`src/rtl/program_loader.sv`:
```
`default_nettype none
// ============================================================================
//  Module      : program_loader
//  Description : Packs a UART byte stream big-endian into 32-bit words and
//                writes them to instruction memory from address 0 until the
//                first HALT word, then releases the CPU. Optional trailing
//                checksum byte is enabled by defining LOADER_CHECKSUM_EN.
//  Revision    : 1.0 - initial release
// ============================================================================
module program_loader #(
    parameter int len_addr  = 7,
    parameter int len_data  = 32,
    parameter int ram_depth = 128
) (
    input  logic                clk,
    input  logic                reset,
    input  logic                rx_done,
    input  logic [7:0]          rx_data,
    output logic                Wr,
    output logic [len_addr-1:0] Addr,
    output logic [len_data-1:0] In_Data,
    output logic                cpu_ena,
    output logic                load_done,
    output logic                err_ovf,
    output logic [len_addr:0]   word_cnt
`ifdef LOADER_CHECKSUM_EN
    ,
    output logic                chk_err
`endif
);

    typedef enum logic [2:0] {
        S_IDLE  = 3'd0,
        S_RECV  = 3'd1,
        S_SETUP = 3'd2,
        S_WRITE = 3'd3,
        S_HOLD  = 3'd4,
        S_DONE  = 3'd5
`ifdef LOADER_CHECKSUM_EN
        ,
        S_CHECK = 3'd6
`endif
    } state_t;

    localparam logic [5:0]          c_HALT_OP   = 6'b111111;
    localparam logic [len_addr-1:0] c_LAST_ADDR = len_addr'(ram_depth - 1);
    localparam logic [len_addr-1:0] c_ADDR_ONE  = len_addr'(1);
    localparam logic [len_addr:0]   c_CNT_ONE   = (len_addr + 1)'(1);

    state_t                state_q, state_d;
    logic [1:0]            byte_cnt_q, byte_cnt_d;
    logic [len_data-1:0]   shift_q, shift_d;
    logic                  wr_q, wr_d;
    logic [len_addr-1:0]   addr_q, addr_d;
    logic [len_data-1:0]   data_q, data_d;
    logic [len_addr:0]     word_cnt_q, word_cnt_d;
    logic                  err_ovf_q, err_ovf_d;
    logic                  load_done_q;
    logic                  cpu_ena_q;
    logic                  w_accept;
    logic                  w_word_full;
    logic                  w_release;

`ifdef LOADER_CHECKSUM_EN
    logic [7:0]            xor_q, xor_d;
    logic                  chk_err_q, chk_err_d;

    assign w_accept  = rx_done && (state_q != S_DONE) && (state_q != S_CHECK);
    assign w_release = !chk_err_q;
    assign chk_err   = chk_err_q;
`else
    assign w_accept  = rx_done && (state_q != S_DONE);
    assign w_release = 1'b1;
`endif

    // The shift register keeps collecting while a word is being written.
    assign w_word_full = w_accept && (byte_cnt_q == 2'd3);

    always_comb begin
        state_d    = state_q;
        byte_cnt_d = byte_cnt_q;
        shift_d    = shift_q;
        addr_d     = addr_q;
        data_d     = data_q;
        word_cnt_d = word_cnt_q;
        err_ovf_d  = err_ovf_q;
`ifdef LOADER_CHECKSUM_EN
        xor_d      = xor_q;
        chk_err_d  = chk_err_q;
`endif

        if (w_accept) begin
            shift_d    = {shift_q[len_data-9:0], rx_data};
            byte_cnt_d = byte_cnt_q + 2'd1;
`ifdef LOADER_CHECKSUM_EN
            xor_d      = xor_q ^ rx_data;
`endif
        end

        unique case (state_q)
            S_IDLE: begin
                if (w_accept) state_d = S_RECV;
            end
            S_RECV: begin
                // Word is presented a full cycle before Wr rises.
                if (w_word_full) begin
                    state_d = S_SETUP;
                    data_d  = shift_d;
                end
            end
            S_SETUP: state_d = S_WRITE;
            S_WRITE: state_d = S_HOLD;
            S_HOLD: begin
                word_cnt_d = word_cnt_q + c_CNT_ONE;
                if (data_q[len_data-1 -: 6] == c_HALT_OP) begin
`ifdef LOADER_CHECKSUM_EN
                    state_d = S_CHECK;
`else
                    state_d = S_DONE;
`endif
                end else if (addr_q == c_LAST_ADDR) begin
                    err_ovf_d = 1'b1;
                    state_d   = S_DONE;
                end else begin
                    addr_d  = addr_q + c_ADDR_ONE;
                    state_d = S_RECV;
                end
            end
`ifdef LOADER_CHECKSUM_EN
            S_CHECK: begin
                if (rx_done) begin
                    chk_err_d = (rx_data != xor_q);
                    state_d   = S_DONE;
                end
            end
`endif
            S_DONE: state_d = S_DONE;
            default: state_d = S_IDLE;
        endcase

        // A word completed while the previous one is still being written is lost.
        if (w_word_full && ((state_q == S_SETUP) || (state_q == S_WRITE) || (state_q == S_HOLD)))
            err_ovf_d = 1'b1;
    end

    assign wr_d = (state_d == S_WRITE);

    always_ff @(posedge clk) begin
        if (reset) begin
            state_q     <= S_IDLE;
            byte_cnt_q  <= 2'd0;
            shift_q     <= '0;
            wr_q        <= 1'b0;
            addr_q      <= '0;
            data_q      <= '0;
            word_cnt_q  <= '0;
            err_ovf_q   <= 1'b0;
            load_done_q <= 1'b0;
            cpu_ena_q   <= 1'b0;
`ifdef LOADER_CHECKSUM_EN
            xor_q       <= 8'd0;
            chk_err_q   <= 1'b0;
`endif
        end else begin
            state_q     <= state_d;
            byte_cnt_q  <= byte_cnt_d;
            shift_q     <= shift_d;
            wr_q        <= wr_d;
            addr_q      <= addr_d;
            data_q      <= data_d;
            word_cnt_q  <= word_cnt_d;
            err_ovf_q   <= err_ovf_d;
            load_done_q <= (state_q == S_DONE);
            cpu_ena_q   <= (state_q == S_DONE) && w_release;
`ifdef LOADER_CHECKSUM_EN
            xor_q       <= xor_d;
            chk_err_q   <= chk_err_d;
`endif
        end
    end

    assign Wr        = wr_q;
    assign Addr      = addr_q;
    assign In_Data   = data_q;
    assign cpu_ena   = cpu_ena_q;
    assign load_done = load_done_q;
    assign err_ovf   = err_ovf_q;
    assign word_cnt  = word_cnt_q;

endmodule
`default_nettype wire

```
`config.mk`:
```
export PLATFORM = sky130hd
export DESIGN_NAME = program_loader
export DESIGN_NICKNAME = d
export VERILOG_FILES = /design/src/rtl/program_loader.sv
export SDC_FILE = /design/constraint.sdc
export NUM_CORES = 1
export LEC_CHECK = 0
export ABC_CLOCK_PERIOD_IN_PS = 2190
export CAP_MARGIN = 5
export CORE_MARGIN = 5
export CORE_UTILIZATION = 51
export CTS_CLUSTER_SIZE = 14
export DETAILED_ROUTE_END_ITERATION = 7
export PLACE_DENSITY = 0.81
export RECOVER_POWER = 25
export SLEW_MARGIN = 20
export SYNTH_ARGS = -nofsm -noshare
export SYNTH_HDL_FRONTEND = slang
export SYNTH_SLANG_ARGS = --single-unit
```
`constraint.sdc`:
```
create_clock -name clk -period 2.19 [get_ports clk]
set_clock_uncertainty 0.05 [all_clocks]
set_input_delay 0.5475 -clock clk [delete_from_list [all_inputs] [get_ports clk]]
set_output_delay 0.5475 -clock clk [all_outputs]
set_load 0.01 [all_outputs]
```
Word-level counts from Yosys, hierarchy flattened
Cells that the tools add are included.
{"block": "classes", "n_addsub": 3, "n_eq_ne": 11, "n_mux": 10, "bitwise": 2, "n_reduce_logical": 11}
{"cell": "two-way mux 32 bit", "count": 1}
{"cell": "one-hot mux 3 bit (6 select lines)", "count": 1}
{"cell": "two-way mux 3 bit", "count": 4}
{"cell": "== test 3 x 2 -> 1 bit, second input constant", "count": 3}
{"cell": "adder 8 x 1 -> 8 bit, second input constant", "count": 1}
{"cell": "adder 7 x 1 -> 7 bit, second input constant", "count": 1}
{"cell": "== test 7 bit, second input constant", "count": 1}
{"cell": "== test 3 bit, second input constant", "count": 2}
{"cell": "== test 6 bit, second input constant", "count": 1}
{"cell": "AND reduction 3 bit", "count": 2}
{"cell": "two-way mux 1 bit", "count": 4}
{"cell": "nonzero test 2 bit", "count": 2}
{"cell": "== test 3 x 1 -> 1 bit, second input constant", "count": 1}
{"cell": "logical AND 1 bit", "count": 3}
{"cell": "logical NOT 3 bit", "count": 1}
{"cell": "inequality test 3 bit, second input constant", "count": 1}
{"cell": "adder 2 x 1 -> 2 bit, second input constant", "count": 1}
{"cell": "== test 2 bit, second input constant", "count": 1}
{"cell": "logical OR 1 bit", "count": 2}
{"cell": "inequality test 2 x 1 -> 1 bit, second input constant", "count": 1}
{"cell": "inverter 1 bit", "count": 2}
{"cell": "AND reduction 2 bit", "count": 1}
{"block": "totals", "register_bits": 87, "output_inout_bits": 51, "wordCells": 46}

Depth between registers and ports, before layout
{"block": "depth", "word_depth": 6, "ltp_mapped": 7, "ltp_nobuf": 5}

Worst setup path after synthesis
No wires, ideal clock.
{"block": "synth_timing", "path_kind": "register to register", "start": "register state_q[1]", "end": "register addr_q[5], in the netlist Addr[5]", "setup_ns": 0.121, "t_arrival_ns": 1.646, "t_required_ns": 2.019, "slack_ns": 0.373, "stages_incl_launch_ff": 7, "period_less_slack_ns": 1.817, "path_cell_list": "dfxtp_1 -> clkbuf_2 -> nor3b_4 -> o21ai_2 -> buf_6 -> nor4_1 -> mux2_2"}
{"block": "synth_via", "elab_chain_len": 2}
{"item": "start: declaration", "line_no": "50", "rtl": "state_t state_q, state_d;"}
{"item": "start signal: assignment", "line_no": "165", "rtl": "state_q <= state_d;"}
{"item": "== test 3 bit", "line_no": "100", "rtl": "unique case (state_q)"}
{"item": "AND reduction 3 bit (no source line)"}
{"item": "end signal: assignment", "line_no": "169", "rtl": "addr_q <= addr_d;"}
{"item": "end: declaration", "line_no": "54", "rtl": "logic [len_addr-1:0] addr_q, addr_d;"}
Every way passes these cells.
A chain may end at the register's enable or synchronous reset.

Worst setup path in the final report
{"block": "layout_timing", "start": "register addr_q[0], in the netlist Addr[0]", "end": "output port Addr[0]"}
{"item": "end: declaration", "line_no": "20", "rtl": "output logic [len_addr-1:0] Addr,"}
No word-level cell between the ends.

==> reports/qor.yml <==
logic_synthesis:
  ys_types: 38
  async_reset_ff_share_pct: 0
  syn-cell-area_um2: 3210
  synth-seq-cells: 87
  ys_seq_area_share_pct: 54.3
  avgSynthCellArea_um2: 9.78
  ys.flop_type: "dfxtp_1"
  syn-instance-count: 328
  synth_nets: 342
  synth_edf_count: 0
  yosysWarningCount: 0
drt:
  drc_errors: 0
  routedWlPerCell_um: 13.6
  vias_per_cell: 5.30
  routed_wl_um: 6320
  vias: 2466
  first_pass_iters: 4
  ant_nets: 0
  drt_iter0_drc: 108
clock_network:
  cts_buffers: 9
  post_cts_buffers: 0
  cts_root_buf: "clkbuf_8"
  clk-insertion-delay-late_ns: 0.34
  cts_sinks: 87
  cts_max_level: 3
  ctsHoldBuffers: 0
  cts.clk_slew.worst_paths_ns: 0.08
  post_cts_resized: 0
  cts_buffer_depth: 2
  cts_tree: "done"
min_path:
  worstHoldPathType: "reg2reg"
timing:
  finalHoldViolCount: 0
  maxSlewViolCount: 0
  fmax_mhz: 515
  fin_crit_ns: 1.94
  relSlewSlack_pct: 70.5
  rsz0062_at_grt: "no"
  setup_violations: 0
  worst_pin_slew_ns: 0.443
  finalCritPeriodShare_pct: 88.7
  finalSetupTns_ns: 0
finish:
  layout_common_cells: "dfxtp_1 (87), nor2_1 (78), clkdlybuf4s50_1 (59)"
  fin_nets: 397
  final_area_um2: 4090
  synthToLayoutAreaGrowth_pct: 27.3
  fillers: 500
  final_common_cell: "dfxtp_1"
  drive_gt1_share_pct: 7.22
  diodes: 0
  utilization_pct: 65.5
pwr:
  finalPower_mw: 2.84
  p_per_area_nw_per_um2: 696
  leakage_nw: 1.50
  peakVddDrop_v: 0.000506
placed_design:
  gp_congestion: 0.795
  portBuffers: 61
  placed_area_um2: 3900
  hpwl_um: 4490
setup_path:
  worstPathArrival_ns: 1.35
  cp.buffers_inverters: 1
  critical_path_peak_fanout: 6
  cp_slowest_stage_delay_ns: 0.58
  start_kind: "register"
  critPathTopFamily: "buffers and inverters"
  worstSetupEndpointType: "output pin"
  path_cells: "clkdlybuf4s50_1"
  critPathRequiredTime_ns: 1.59
  critical_path_class: "reg2out"
  slowest_stage: "clkdlybuf4s50_1"
floorplanning:
  die_h_um: 89.3
  rows: 29
  core_um2: 6240
  start_util_pct: 51.4
  fp.dieW_um: 89.3
  io_pins: 62
  die-area_um2: 7980
grt:
  antenna_found_initial: 0
  grt_usage_pct: 17.0
  grt_max_degree: 54
  grt-ovfl-total: 0
  grt_first_pass_wirelength_um: 10600
  grt_pass1_vias: 2302
flow_run:
  maxCapViolCount: 0
run_status:
  outcome: "finished clean"
-- cell type report --
| class | count | area (µm²) | share of cell area, % |
|---|---|---|---|
| multi-input combinational | 210 | 1320 | 32.3 |
| clock inverter | 3 | 25.0 | 0.613 |
| timing repair buffer | 70 | 703 | 17.2 |
| sequential | 87 | 1740 | 42.6 |
| clock buffer | 13 | 179 | 4.38 |
| inverter | 5 | 18.8 | 0.459 |
| tap | 77 | 96.3 | 2.36 |
-- worst paths after layout --
path	depth (start not counted)	from	slack (ns)	endpoint
setup reg to reg	4	state_q[2]	0.27	Addr[5]
setup / recovery	1	Addr[0]	0.25	Addr[0]
hold / removal	2	byte_cnt_q[1]	0.42	byte_cnt_q[1]
hold reg to reg	2	byte_cnt_q[1]	0.42	byte_cnt_q[1]
-- worst register-to-register path: cells and delay by family (launching register included) --
kind	cells	cell delay [ns]
simple gates	2	0.70
compound gates	1	0.22
mux	1	0.37
flops	1	0.49
-- layer usage --
metal	routed length, µm	vias to the layer above	GRT usage [%]
li1	-	1252	-
met3	338	12	4.24
met1	2960	1136	22.3
met4	106	0	7.58
met2	2910	66	26.5
met5	0	-	0
-- cell usage after synthesis, drive strengths merged (2+ instances only) --
cell type	n	share of area, %
a31oi	2	0.39
mux2i	33	10
nand3b	2	0.47
a21oi	8	1.2
nand3	4	0.62
inv	5	0.58
and3	3	0.58
nand2	8	0.94
nor3	2	0.31
nor2	79	9.2
xor2	7	1.9
o21ai	2	0.43
buf	13	2.3
o31ai	3	0.70
clkbuf	13	1.6
or3	2	0.39
or4	3	0.70
ha	3	1.2
nand4	5	0.97
dfxtp	87	54
a211oi	32	7.5
-- flip-flops by register name, indices dropped and copies added (netlist names) --
signal / flops
In_Data: 32
shift_q: 32
byte_cnt_q: 2
state_q: 3
Addr: 7
word_cnt: 8
err_ovf: 1
cpu_ena: 1
Wr: 1
-- logic make-up (layout without fill, tap and decap cells) --
logic type	Yosys count	count (layout)	share of synthesized area, %
flip-flops	87	87	54.3
buffers and inverters	31	91	4.44
AO/OA/AOI/OAI	53	53	11.8
AND/OR/NAND/NOR	112	112	15.5
multiplexers	34	34	10.6
adder cells (fa/ha/maj)	3	3	1.17
XOR/XNOR	8	8	2.18
-- power by group --
| group | leakage (nW) | total (mW) | internal (mW) | switching, mW |
|---|---|---|---|---|
| Sequential | 0.704 | 1.62 | 1.61 | 0.0172 |
| Clock | 0.102 | 1.08 | 0.541 | 0.538 |
| Combinational | 0.694 | 0.142 | 0.0656 | 0.0760 |
| Total | 1.50 | 2.84 | 2.21 | 0.632 |
-- per-stage QoR --
step	instances	hold WS [ns]	worst slack (ns)
final	465	0.420	0.247
after global placement	449	0.399	0.144
after floorplan	328	0.390	0.373
after detailed placement	449	0.406	0.0923
after CTS	465	0.417	0.233
after global routing	465	0.460	0.147
No activity file was read; power rests on OpenSTA's default activity.
